--- src/rtl/multicycle_controller_if.sv ---
// Control bundle between the multi-cycle controller and the MIPS datapath/memory.
// master = controller side, slave = datapath/memory side.
interface multicycle_controller_if #(
  parameter int CNT_W = 32
);
  logic [5:0]       opcode;
  logic [5:0]       funct;
  logic             mem_ready;
  logic             mem_req;
  logic             mem_wrt;
  logic             i_or_d;
  logic             ir_wrt;
  logic             pc_wrt;
  logic             pc_wrt_cond;
  logic [1:0]       pc_src;
  logic             ALUsrcA;
  logic [1:0]       ALUsrcB;
  logic [2:0]       ALU_control;
  logic             reg_des;
  logic             mem_to_reg;
  logic             reg_wrt;
  logic             illegal_op;
  logic             bus_err;
  logic [CNT_W-1:0] instr_count;

  modport master (
    input  opcode, funct, mem_ready,
    output mem_req, mem_wrt, i_or_d, ir_wrt, pc_wrt, pc_wrt_cond, pc_src,
           ALUsrcA, ALUsrcB, ALU_control, reg_des, mem_to_reg, reg_wrt,
           illegal_op, bus_err, instr_count
  );

  modport slave (
    output opcode, funct, mem_ready,
    input  mem_req, mem_wrt, i_or_d, ir_wrt, pc_wrt, pc_wrt_cond, pc_src,
           ALUsrcA, ALUsrcB, ALU_control, reg_des, mem_to_reg, reg_wrt,
           illegal_op, bus_err, instr_count
  );
endinterface

--- src/rtl/multicycle_controller.sv ---
// Multi-cycle MIPS control FSM: sequences ALU, unified memory and register file,
// with a bounded wait on memory and a retired-instruction counter.
module multicycle_controller #(
  parameter int CNT_W   = 32,
  parameter int TIMEOUT = 16
) (
  input  logic                   clk,
  input  logic                   rst_n,
  multicycle_controller_if.master bus,
  output logic [3:0]             o_state
);

  // Memory handshake: mem_req is held each cycle until the cycle mem_ready=1
  // (access done, FSM advances) or the wait budget expires (request dropped).
  typedef enum logic [3:0] {
    S_IDLE      = 4'd0,
    S_FETCH     = 4'd1,
    S_DECODE    = 4'd2,
    S_MEM_ADDR  = 4'd3,
    S_MEM_RD    = 4'd4,
    S_MEM_WB    = 4'd5,
    S_MEM_WR    = 4'd6,
    S_R_EXEC    = 4'd7,
    S_ADDI_EXEC = 4'd8,
    S_ALU_WB    = 4'd9,
    S_BRANCH    = 4'd10,
    S_JUMP      = 4'd11
  } state_t;

  localparam logic [5:0] OP_LW   = 6'b100011;
  localparam logic [5:0] OP_SW   = 6'b101011;
  localparam logic [5:0] OP_R    = 6'b000000;
  localparam logic [5:0] OP_ADDI = 6'b001000;
  localparam logic [5:0] OP_BEQ  = 6'b000100;
  localparam logic [5:0] OP_J    = 6'b000010;

  localparam logic [2:0] ALU_ADD = 3'b010;
  localparam logic [2:0] ALU_SUB = 3'b100;
  localparam logic [2:0] ALU_SLT = 3'b110;
  localparam logic [2:0] ALU_MUL = 3'b101;

  localparam int              WAIT_W   = $clog2(TIMEOUT);
  localparam logic [WAIT_W-1:0] WAIT_MAX = WAIT_W'(TIMEOUT - 1);

  state_t             r_state;
  state_t             w_next;
  logic [WAIT_W-1:0]  r_wait_cnt;
  logic [CNT_W-1:0]   r_count;
  logic               r_illegal;
  logic               r_bus_err;
  logic               w_waiting;
  logic               w_timeout;
  logic               w_enter_wait;
  logic               w_illegal;
  logic               w_retire;

  assign w_waiting = (r_state == S_FETCH) || (r_state == S_MEM_RD) || (r_state == S_MEM_WR);
  assign w_timeout = w_waiting && !bus.mem_ready && (r_wait_cnt == WAIT_MAX);

  // A timeout in FETCH re-enters FETCH, which must also restart the wait budget.
  assign w_enter_wait = ((w_next == S_FETCH) || (w_next == S_MEM_RD) || (w_next == S_MEM_WR)) &&
                        ((w_next != r_state) || w_timeout);

  assign o_state         = r_state;
  assign bus.instr_count = r_count;
  assign bus.illegal_op  = r_illegal;
  assign bus.bus_err     = r_bus_err;

  always_ff @(posedge clk or negedge rst_n) begin
    if (!rst_n) begin
      r_state    <= S_IDLE;
      r_wait_cnt <= '0;
      r_count    <= '0;
      r_illegal  <= 1'b0;
      r_bus_err  <= 1'b0;
    end else begin
      r_state   <= w_next;
      r_illegal <= w_illegal;
      r_bus_err <= w_timeout;
      if (w_retire) r_count <= r_count + 1'b1;
      if (w_enter_wait) r_wait_cnt <= '0;
      else if (w_waiting && !bus.mem_ready) r_wait_cnt <= r_wait_cnt + 1'b1;
    end
  end

  always_comb begin
    w_next          = r_state;
    w_illegal       = 1'b0;
    w_retire        = 1'b0;
    bus.mem_req     = 1'b0;
    bus.mem_wrt     = 1'b0;
    bus.i_or_d      = 1'b0;
    bus.ir_wrt      = 1'b0;
    bus.pc_wrt      = 1'b0;
    bus.pc_wrt_cond = 1'b0;
    bus.pc_src      = 2'b00;
    bus.ALUsrcA     = 1'b0;
    bus.ALUsrcB     = 2'b00;
    bus.ALU_control = ALU_ADD;
    bus.reg_des     = 1'b0;
    bus.mem_to_reg  = 1'b0;
    bus.reg_wrt     = 1'b0;
    case (r_state)
      S_IDLE: begin
        bus.ALU_control = 3'b000;
        w_next          = S_FETCH;
      end
      S_FETCH: begin
        bus.mem_req = !w_timeout;
        bus.ALUsrcB = 2'b01;
        if (bus.mem_ready) begin
          bus.ir_wrt = 1'b1;
          bus.pc_wrt = 1'b1;
          w_next     = S_DECODE;
        end
      end
      S_DECODE: begin
        bus.ALUsrcB = 2'b11;
        case (bus.opcode)
          OP_LW, OP_SW: w_next = S_MEM_ADDR;
          OP_R:         w_next = S_R_EXEC;
          OP_ADDI:      w_next = S_ADDI_EXEC;
          OP_BEQ:       w_next = S_BRANCH;
          OP_J:         w_next = S_JUMP;
          default: begin
            w_next    = S_FETCH;
            w_illegal = 1'b1;
          end
        endcase
      end
      S_MEM_ADDR: begin
        bus.ALUsrcA = 1'b1;
        bus.ALUsrcB = 2'b10;
        w_next      = (bus.opcode == OP_SW) ? S_MEM_WR : S_MEM_RD;
      end
      S_MEM_RD: begin
        bus.mem_req = !w_timeout;
        bus.i_or_d  = 1'b1;
        if (bus.mem_ready) w_next = S_MEM_WB;
        else if (w_timeout) w_next = S_FETCH;
      end
      S_MEM_WB: begin
        bus.reg_wrt    = 1'b1;
        bus.mem_to_reg = 1'b1;
        w_next         = S_FETCH;
        w_retire       = 1'b1;
      end
      S_MEM_WR: begin
        bus.mem_req = !w_timeout;
        bus.mem_wrt = !w_timeout;
        bus.i_or_d  = 1'b1;
        if (bus.mem_ready) begin
          w_next   = S_FETCH;
          w_retire = 1'b1;
        end else if (w_timeout) begin
          w_next = S_FETCH;
        end
      end
      S_R_EXEC: begin
        bus.ALUsrcA = 1'b1;
        case (bus.funct)
          6'b100010: bus.ALU_control = ALU_SUB;
          6'b101010: bus.ALU_control = ALU_SLT;
          6'b011100: bus.ALU_control = ALU_MUL;
          default:   bus.ALU_control = ALU_ADD;
        endcase
        w_next = S_ALU_WB;
      end
      S_ADDI_EXEC: begin
        bus.ALUsrcA = 1'b1;
        bus.ALUsrcB = 2'b10;
        w_next      = S_ALU_WB;
      end
      S_ALU_WB: begin
        bus.reg_wrt = 1'b1;
        bus.reg_des = (bus.opcode == OP_R);
        w_next      = S_FETCH;
        w_retire    = 1'b1;
      end
      S_BRANCH: begin
        bus.ALUsrcA     = 1'b1;
        bus.ALU_control = ALU_SUB;
        bus.pc_wrt_cond = 1'b1;
        bus.pc_src      = 2'b01;
        w_next          = S_FETCH;
        w_retire        = 1'b1;
      end
      S_JUMP: begin
        bus.pc_wrt = 1'b1;
        bus.pc_src = 2'b10;
        w_next     = S_FETCH;
        w_retire   = 1'b1;
      end
      default: begin
        bus.ALU_control = 3'b000;
        w_next          = S_IDLE;
      end
    endcase
  end

endmodule

--- src/flat_wrapper.sv ---
// flat-port wrapper written by rule: the top's interface ports become plain ports
module multicycle_controller_flat 
#(
  parameter int CNT_W   = 32,
  parameter int TIMEOUT = 16
)
  (clk, rst_n, o_state, bus_opcode, bus_funct, bus_mem_ready, bus_mem_req, bus_mem_wrt, bus_i_or_d, bus_ir_wrt, bus_pc_wrt, bus_pc_wrt_cond, bus_pc_src, bus_ALUsrcA, bus_ALUsrcB, bus_ALU_control, bus_reg_des, bus_mem_to_reg, bus_reg_wrt, bus_illegal_op, bus_bus_err, bus_instr_count);
  multicycle_controller_if #(.CNT_W(CNT_W)) bus_i ();
  input  logic clk;
  input  logic rst_n;
  output logic [3:0] o_state;
  input wire logic [$bits(bus_i.opcode)-1:0] bus_opcode;
  input wire logic [$bits(bus_i.funct)-1:0] bus_funct;
  input wire logic [$bits(bus_i.mem_ready)-1:0] bus_mem_ready;
  output wire logic [$bits(bus_i.mem_req)-1:0] bus_mem_req;
  output wire logic [$bits(bus_i.mem_wrt)-1:0] bus_mem_wrt;
  output wire logic [$bits(bus_i.i_or_d)-1:0] bus_i_or_d;
  output wire logic [$bits(bus_i.ir_wrt)-1:0] bus_ir_wrt;
  output wire logic [$bits(bus_i.pc_wrt)-1:0] bus_pc_wrt;
  output wire logic [$bits(bus_i.pc_wrt_cond)-1:0] bus_pc_wrt_cond;
  output wire logic [$bits(bus_i.pc_src)-1:0] bus_pc_src;
  output wire logic [$bits(bus_i.ALUsrcA)-1:0] bus_ALUsrcA;
  output wire logic [$bits(bus_i.ALUsrcB)-1:0] bus_ALUsrcB;
  output wire logic [$bits(bus_i.ALU_control)-1:0] bus_ALU_control;
  output wire logic [$bits(bus_i.reg_des)-1:0] bus_reg_des;
  output wire logic [$bits(bus_i.mem_to_reg)-1:0] bus_mem_to_reg;
  output wire logic [$bits(bus_i.reg_wrt)-1:0] bus_reg_wrt;
  output wire logic [$bits(bus_i.illegal_op)-1:0] bus_illegal_op;
  output wire logic [$bits(bus_i.bus_err)-1:0] bus_bus_err;
  output wire logic [$bits(bus_i.instr_count)-1:0] bus_instr_count;
  assign bus_i.opcode = bus_opcode;
  assign bus_i.funct = bus_funct;
  assign bus_i.mem_ready = bus_mem_ready;
  assign bus_mem_req = bus_i.mem_req;
  assign bus_mem_wrt = bus_i.mem_wrt;
  assign bus_i_or_d = bus_i.i_or_d;
  assign bus_ir_wrt = bus_i.ir_wrt;
  assign bus_pc_wrt = bus_i.pc_wrt;
  assign bus_pc_wrt_cond = bus_i.pc_wrt_cond;
  assign bus_pc_src = bus_i.pc_src;
  assign bus_ALUsrcA = bus_i.ALUsrcA;
  assign bus_ALUsrcB = bus_i.ALUsrcB;
  assign bus_ALU_control = bus_i.ALU_control;
  assign bus_reg_des = bus_i.reg_des;
  assign bus_mem_to_reg = bus_i.mem_to_reg;
  assign bus_reg_wrt = bus_i.reg_wrt;
  assign bus_illegal_op = bus_i.illegal_op;
  assign bus_bus_err = bus_i.bus_err;
  assign bus_instr_count = bus_i.instr_count;
  multicycle_controller #(.CNT_W(CNT_W), .TIMEOUT(TIMEOUT)) u_core (.clk(clk), .rst_n(rst_n), .bus(bus_i), .o_state(o_state));
endmodule
--- config.mk ---
export PLATFORM = sky130hd
export DESIGN_NAME = multicycle_controller_flat
export DESIGN_NICKNAME = d
export VERILOG_FILES = /design/src/rtl/multicycle_controller_if.sv /design/src/rtl/multicycle_controller.sv /design/src/flat_wrapper.sv
export SDC_FILE = /design/constraint.sdc
export NUM_CORES = 1
export LEC_CHECK = 0
export ABC_AREA = 1
export CELL_PAD_IN_SITES_DETAIL_PLACEMENT = 1
export CELL_PAD_IN_SITES_GLOBAL_PLACEMENT = 1
export CORE_MARGIN = 8
export CORE_UTILIZATION = 23
export DETAILED_ROUTE_END_ITERATION = 8
export PLACE_DENSITY = 0.66
export SYNTH_ARGS = -nofsm -noshare
export SYNTH_HDL_FRONTEND = slang
export SYNTH_SLANG_ARGS = --single-unit
--- constraint.sdc ---
create_clock -name clk -period 5.15 [get_ports clk]
set_input_delay 0.7725 -clock clk [delete_from_list [all_inputs] [get_ports clk]]
set_output_delay 0.7725 -clock clk [all_outputs]
set_load 0.02 [all_outputs]
==> results_dict.tcl, run 1 <==
set metrics [dict create \
    status "finished, final reports clean" \
    wl_per_cell_um 14.74 \
    ios 70 \
    post_cts_buffers 0 \
    clock_latency_ns 0.29 \
    ys_top_cells_by_count "101 x nand2_1, 55 x nor2_1, 47 x inv_1, 42 x dfrtp_1, 27 x xor2_1" \
    drt-total-wl_um 8680 \
    fill_cells 1388 \
    antenna_cells 0 \
    grt_setup_unrepaired "no" \
    start_util 0.2364 \
    timing.final.hold_violations 0 \
    grt_pass1_vias 2820 \
    dp.final_hpwl_um 6869 \
    ff2ff_setup_slack_ns 3.04 \
    grt_usage 0.1129 \
    slew_violations 0 \
    post-place-cells 581 \
    drt_pass1_iterations 4 \
    synth.avg_cell_area_um2 7.289 \
    yosysTopAreaCell "dfrtp_1" \
    rows 39 \
    synth_nets 389 \
    tns_ns 0 \
    yosysMostFrequentCell "nand2_1" \
    place_area_um2 3553 \
    final_layout_size_suffix_gt1_frac 0.07848 \
    clkPwrFrac 0.228 \
    combPwrFrac 0.461 \
    finClkSkew_ns 0.004036 \
    core_area_um2 11470 \
    synth_area_um2 2711 \
    vias 2609 \
    grt_start_max_net_pins 43 \
    vias_per_cell 4.430 \
    cts_resized 0 \
    cts_buffer_depth 2 \
    startpoint_type "input pin" \
    cts_buffers 5 \
    period_share 0.6446 \
    ir_drop_v 0.0001666 \
    p_leak_nw 1.693 \
    switchingPower_mw 0.6018 \
    p_seq_frac 0.311 \
    cts_sinks 42 \
    die_w_um 124.6 \
    synth-async-reset-ratio 1.000 \
    synth_top_area_share 0.3876 \
    utilization 0.3228 \
    gp_congestion 0.7893 \
    end_kind "output port" \
    cts_tree "done" \
    grt_pass1_wl_um 14620 \
    cp.required_ns 4.38 \
    p_sw_frac 0.4228 \
    design_area_um2 3701 \
    hold_depth 1 \
    drc 0 \
    total_power_mw 1.423 \
    critPathArrivalTime_ns 2.55 \
    port_buffers 69 \
    synth-main-ff-cell "dfrtp_1" \
    hold_buffers 0 \
    slew_headroom 0.3443 \
    synth_enable_flop_cells 0 \
    worstPathMaxFanout 2 \
    die_h_um 124.6 \
    ys_warn_count 0 \
    dieArea_um2 15520 \
    final_cells 589 \
    worst-slew-pin-transition_ns 0.9835 \
    finalCriticalPeriod_ns 3.320 \
    gr-total-overflow 0 \
    htreeDepth 2 \
    setup_viol 0 \
    synth.distinct_cells 33 \
    fmax_mhz 301.2 \
    p_per_area_nw_per_um2 384.5 \
    cap_violations 0 \
    fin_nets 462 \
    ys_ff_latch 42 \
    syn2layout_area_growth_pct 36.50 \
    drtAntennaViolNets 0 \
    p_int_mw 0.8214 \
    antenna_found_initial 0 \
    cts-root-buf "clkbuf_16" \
    cts.clk_slew.worst_paths_ns 0.06 \
    synth_area_leaders "dfrtp_1 39%, nand2_1 14%, xor2_1 8.7%, nor2_1 7.6%, inv_1 6.5%" \
    synth_cells 372 \
    r2r_cells 10 \
    hp-class "reg2reg" \
    yosysSeqAreaShare 0.3876 \
    worstSetupPathType "in2out" \
    drtIter0Drc 108 \
]
-- metrics by stage --
stage / worst slack [ns] / hold slack [ns]
global placement: 1.865 / 0.4878
finish: 1.830 / 0.5195
global route: 1.738 / 0.5511
floorplan: 2.890 / 0.4769
detailed placement: 1.832 / 0.5147
CTS: 1.814 / 0.5290
-- flip-flops by register name, summed over array words and instances (netlist names) --
| register | flops |
|---|---|
| u_core.bus.bus_err | 1 |
| u_core.bus.illegal_op | 1 |
| u_core.bus.instr_count | 32 |
| u_core.r_wait_cnt | 4 |
| u_core.o_state | 4 |
-- power groups by stage --
| stage | clock network (mW) | registers (mW) | logic [mW] |
|---|---|---|---|
| floorplan | 0 | 0.470 | 0.357 |
| global placement | 0 | 0.445 | 0.651 |
| detailed placement | 0 | 0.448 | 0.663 |
| CTS | 0.334 | 0.443 | 0.667 |
| global route | 0.343 | 0.452 | 0.726 |
| finish | 0.324 | 0.443 | 0.656 |
-- area by class of cell --
cell class,instances,area (µm²),share of cell area
Multi-Input combinational cell,276,1444,0.3901
Sequential cell,42,1051,0.2840
Timing Repair Buffer,69,685.7,0.1853
Inverter,51,193.9,0.05240
Tap cell,143,178.9,0.04834
Clock buffer,7,142.6,0.03854
Clock inverter,1,5.005,0.001352
-- routing by layer --
metal	vias to the layer above	global-route usage	part of all wire	wire [µm]
li1	1317	-	-	-
met1	1259	0.1390	0.46	3967
met2	24	0.1936	0.50	4379
met3	9	0.01915	0.024	205
met4	0	0.03827	0.015	127
met5	-	0	0	0
-- layout by cell type (no fill, tap or decap), types with 2 or more instances in the layout --
cell and instances:
clkdlybuf4s50_1 68, nor2_2 7, nor2_4 2, and2_1 4
xnor2_1 4, nor3_1 10, nor3b_1 2, nand2_1 101
xor2_1 27, dfrtp_1 42, nand4_1 7, a21oi_1 5
o22ai_1 2, nand3_4 2, inv_1 47, clkbuf_16 5
inv_2 3, o21ai_0 10, nand2_2 7, nor2_1 55
nor4_1 6, ha_1 2, nand3_2 3, nand3_1 13
-- worst paths after layout --
kind                                                 start                          to
max in group asynchronous                            rst_n          u_core.bus.bus_err
min in group asynchronous                            rst_n  u_core.bus.instr_count[17]
worst max-delay path                          bus_funct[1]          bus_ALU_control[1]
worst min register to register  u_core.bus.instr_count[17]  u_core.bus.instr_count[17]
worst max register to register           u_core.o_state[2]  u_core.bus.instr_count[13]
worst min-delay path            u_core.bus.instr_count[17]  u_core.bus.instr_count[17]
-- critical path, stage by stage --
cell,delay (ns)
clkdlybuf4s50_1,0.48
inv_1,0.04
nor4_1,0.29
and2_1,0.18
o21ai_0,0.09
nand3_1,0.09
clkdlybuf4s50_1,0.60
-- cells by family (layout without fill, tap and decap cells) --
family / count (synthesis) / count (layout) / synth area share
compound gates: 19 / 19 / 0.03692
simple gates: 223 / 223 / 0.3826
mux: 1 / 1 / 0.003692
flops: 42 / 42 / 0.3876
buf+inv: 54 / 128 / 0.07983
fa+ha+maj: 2 / 2 / 0.009228
xor+xnor: 31 / 31 / 0.1001
Note: power is estimated with default switching activity, not from simulation.
==> run 2, diff against run 1 <==
==> constraint.sdc (replaced) <==
create_clock -name clk -period 3.25 [get_ports clk]
set_input_delay 0.4875 -clock clk [delete_from_list [all_inputs] [get_ports clk]]
set_output_delay 0.4875 -clock clk [all_outputs]
set_load 0.02 [all_outputs]
==> results_dict.tcl, run 2 (synthesis gave the netlist of run 1 again) <==
set metrics [dict create \
    status "finished, final reports clean" \
    critPathArrivalTime_ns 2.28 \
    finalCriticalPeriod_ns 2.771 \
    total_power_mw 2.305 \
    final_layout_size_suffix_gt1_frac 0.08072 \
    crit_start "bus_funct[1]" \
    cp.required_ns 2.76 \
    slowest_delay_ns 0.60 \
    fin_nets 462 \
    worstSetupPathType "in2out" \
    rows 39 \
    ios 70 \
    grt_start_max_net_pins 43 \
    gp_congestion 0.7893 \
    start_util 0.2364 \
    ir_drop_v 0.0002971 \
    drt_pass1_iterations 4 \
    drc 0 \
    htreeDepth 2 \
    drtIter0Drc 88 \
    cts_tree "done" \
    post_cts_buffers 0 \
    largest_reg_flops 32 \
    final_cell_mix "101 x nand2_1, 68 x clkdlybuf4s50_1, 55 x nor2_1, 47 x inv_1, 42 x dfrtp_1" \
    cts.clk_slew.worst_paths_ns 0.06 \
    die_w_um 124.6 \
    worst-slew-pin-transition_ns 0.9637 \
    multi_input_area_um2 1444 \
    tns_ns 0 \
    cp_slowest_cell "clkdlybuf4s50_1" \
    hp-class "in2async" \
    cts_resized 0 \
    dieArea_um2 15520 \
    end_kind "output port" \
    wl_per_cell_um 14.71 \
    regArea_um2 1051 \
    p_per_area_nw_per_um2 619.6 \
    cap_violations 0 \
    syn2layout_area_growth_pct 37.19 \
    port_buffers 69 \
    setup_viol 0 \
    fmax_mhz 360.9 \
    die_h_um 124.6 \
    antenna_cells 0 \
    design_area_um2 3720 \
    post-place-cells 581 \
    core_area_um2 11470 \
    cpMostUsedCell "clkdlybuf4s50_1" \
    vias_per_cell 4.457 \
    cts_buffers 5 \
    cts_sinks 42 \
    hold_buffers 0 \
    p_leak_nw 1.702 \
    final_cells 589 \
    slew_violations 0 \
    rr_startpoint "u_core.o_state[2]" \
    dp.final_hpwl_um 6877 \
    grt_setup_unrepaired "no" \
    place_area_um2 3553 \
    grt_usage 0.1133 \
    slew_headroom 0.3575 \
    worstPathMaxFanout 2 \
    drt-total-wl_um 8663 \
    mostFrequentLayoutCell "nand2_1" \
    critical_path.cell_chain "clkdlybuf4s50_1, inv_1, nor4_1, and2_1, o21ai_0, nand3_1, clkdlybuf4s50_1" \
    grt_pass1_vias 2844 \
    startpoint_type "input pin" \
    grt_pass1_wl_um 14730 \
    vias 2625 \
    timing.final.hold_violations 0 \
    fill_cells 1379 \
    finClkSkew_ns 0.003875 \
    gr-total-overflow 0 \
    period_share 0.8526 \
    antenna_found_initial 0 \
    cts-root-buf "clkbuf_16" \
    cts_buffer_depth 2 \
    drtAntennaViolNets 0 \
    clock_latency_ns 0.29 \
]
==> run 2: cell count changes in the layout (fill, tap and decap cells not counted), sizes merged <==
cell,change
clkinv,-1
clkbuf,+1
==> run 2: power by group <==
part	switching, mW	total (mW)	internal (mW)
Combinational	0.639	1.04	0.402
Sequential	0.108	0.702	0.594
Clock	0.213	0.561	0.348
==> run 2: cell type report <==
cell class | instances | share of cell area
clock buffer | 8 | 0.04474
inverter | 51 | 0.05214
multi-input combinational | 276 | 0.3882
timing repair buffer | 69 | 0.1843
tap | 143 | 0.04810
sequential | 42 | 0.2825
==> run 2: metrics by stage <==
step / setup slack [ns] / hold WS [ns] / utilization
6_report: 0.4791 / 0.3370 / 0.3244
5_1_grt: 0.3494 / 0.4485 / 0.3244
4_1_cts: 0.4800 / 0.4020 / 0.3244
3_5_place_dp: 0.4888 / 0.5121 / 0.3099
3_3_place_gp: 0.5349 / 0.4878 / 0.3099
2_1_floorplan: 1.305 / 0.1919 / -
==> run 2: per-layer routing <==
layer	vias up	share of wire	GRT usage	routed length (µm)
li1	1312	-	-	-
met1	1276	0.45	0.1386	3876
met2	29	0.51	0.1974	4398
met3	8	0.033	0.01957	285
met4	0	0.012	0.03402	102
met5	-	0	0	0
==> run 2: worst paths after layout <==
kind,slack (ns),endpoint,cells past startpoint
worst max register to register,1.12,u_core.bus.instr_count[13],10
worst min-delay path,0.34,u_core.bus.instr_count[20],1
max in group asynchronous,2.29,u_core.bus.illegal_op,1
worst min register to register,0.51,u_core.bus.instr_count[31],2
worst max-delay path,0.48,bus_ALU_control[1],7
min in group clk,0.51,u_core.bus.instr_count[31],2
==> run 2: critical path, delay by kind of cell <==
kind	cells	cell delay, ns
AO/OA/AOI/OAI	1	0.08
AND/OR/NAND/NOR	3	0.58
buffers and inverters	3	1.14
==> run 3, diff against run 2 <==
--- a/config.mk
+++ b/config.mk
@@ -11,7 +11,7 @@
 export CORE_MARGIN = 8
 export CORE_UTILIZATION = 23
 export DETAILED_ROUTE_END_ITERATION = 8
-export PLACE_DENSITY = 0.66
+export PLACE_DENSITY = 0.56
 export SYNTH_ARGS = -nofsm -noshare
 export SYNTH_HDL_FRONTEND = slang
 export SYNTH_SLANG_ARGS = --single-unit
==> results_dict.tcl, run 3 (synthesis gave the netlist of run 1 again) <==
set metrics [dict create \
    dieArea_um2 15520 \
    gr-total-overflow 0 \
    end_kind "output port" \
    post-place-cells 581 \
    fin_ws_ns 0.4858 \
    worst-slew-pin-transition_ns 1.017 \
    startpoint_type "input pin" \
    grt_start_max_net_pins 43 \
    antenna_found_initial 0 \
    cts-root-buf "clkbuf_16" \
    grt_pass1_vias 2868 \
    cpLargestDelayFamily "buffers and inverters" \
    die_w_um 124.6 \
    final_layout_size_suffix_gt1_frac 0.08072 \
    worstPathMaxFanout 2 \
    fin_nets 462 \
    cts_resized 0 \
    ir_drop_v 0.0003520 \
    path_buf_inv 3 \
    use_met3 0.02851 \
    post_cts_buffers 0 \
    cp.required_ns 2.76 \
    fill_cells 1397 \
    grt_pass1_wl_um 14350 \
    hp-class "in2async" \
    ff2ff_setup_slack_ns 1.14 \
    drtIter0Drc 96 \
    drtAntennaViolNets 0 \
    slew_violations 0 \
    cts_tree "done" \
    timing.final.hold_violations 0 \
    setup_viol 0 \
    critPathArrivalTime_ns 2.28 \
    drt-total-wl_um 8440 \
    fmax_mhz 361.8 \
    grt_usage 0.1107 \
    antenna_cells 0 \
    grt_setup_unrepaired "no" \
    r2r_cells 10 \
    mostFrequentLayoutCell "nand2_1" \
    fin_hold_ws_ns 0.3818 \
    period_share 0.8505 \
    port_buffers 69 \
    htreeDepth 2 \
    vias 2583 \
    dp.final_hpwl_um 6921 \
    ios 70 \
    crit_start "bus_funct[1]" \
    busiest_layer "met2" \
    gp_congestion 0.7708 \
    wl_per_cell_um 14.33 \
    worstSetupPathType "in2out" \
    cap_violations 0 \
    cts_buffers 5 \
    syn2layout_area_growth_pct 38.21 \
    vias_per_cell 4.385 \
    tns_ns 0 \
    cp.depth 7 \
    use_met1 0.1237 \
    cts_sinks 42 \
    final_cell_mix "101 x nand2_1, 68 x clkdlybuf4s50_1, 55 x nor2_1, 47 x inv_1, 42 x dfrtp_1" \
    utilization 0.3268 \
    rr_startpoint "u_core.o_state[2]" \
    drt_pass1_iterations 4 \
    clock_latency_ns 0.29 \
    cts_buffer_depth 2 \
    critical_path.cell_chain "clkdlybuf4s50_1, inv_1, nor4_1, and2_1, o21ai_0, nand3_1, clkdlybuf4s50_1" \
    cts.clk_slew.worst_paths_ns 0.07 \
    final_cells 589 \
    start_util 0.2364 \
    cp_slowest_cell "clkdlybuf4s50_1" \
    die_h_um 124.6 \
    slowest_delay_ns 0.60 \
    drc 0 \
    rows 39 \
    reg2reg_to "u_core.bus.instr_count[11]" \
    p_leak_nw 1.713 \
    endpoint "bus_ALU_control[1]" \
    cpMostUsedCell "clkdlybuf4s50_1" \
    grt_use_met2 0.2047 \
    largest_reg_flops 32 \
    core_area_um2 11470 \
    p_per_area_nw_per_um2 633.9 \
    finalCriticalPeriod_ns 2.764 \
    pre_cts_slack_ns 0.4667 \
    hold_buffers 0 \
    status "finished, final reports clean" \
    slew_headroom 0.3222 \
    finClkSkew_ns 0.01234 \
]
## run 3: cell types whose count changed in the layout (fill, tap and decap cells not counted), sizes merged
cell    previous run  this run
clkinv             0         1
clkbuf             8         5
bufinv             0         2
## run 3: per-stage QoR
| step | instance area (µm²) | power [mW] |
|---|---|---|
| final | 3747 | 2.376 |
| after detailed placement | 3553 | 1.751 |
| after CTS | 3747 | 2.430 |
| after floorplan | 2711 | 1.309 |
| after global routing | 3747 | 2.560 |
| after global placement | 3553 | 1.746 |
## run 3: layout make-up
class                      count  area [µm²]  area share
sequential                    42        1051      0.2805
timing repair buffer          69       685.7      0.1830
tap                          143       178.9     0.04775
multi-input combinational    276        1444      0.3853
clock buffer                   5       125.1     0.03339
clock inverter                 3       68.82     0.01836
inverter                      51       193.9     0.05175
## run 3: worst min-delay path by stage
stage,slack (ns),endpoint
CTS,0.43,u_core.bus.instr_count[25]
finish,0.38,u_core.bus.instr_count[14]
global route,0.46,u_core.bus.instr_count[25]
global placement,0.49,u_core.bus.instr_count[31]
floorplan,0.19,u_core.bus.bus_err
detailed placement,0.52,u_core.bus.instr_count[31]
## run 3: power breakdown
part | total, mW | internal, mW | switching, mW
clock network | 0.656 | 0.442 | 0.214
registers | 0.697 | 0.594 | 0.103
logic | 1.02 | 0.401 | 0.622
## run 3: routing by layer
metal / wire, µm / share of wire
met5: 0 / 0
met4: 68 / 0.0081
met3: 379 / 0.045
met2: 4376 / 0.52
met1: 3615 / 0.43
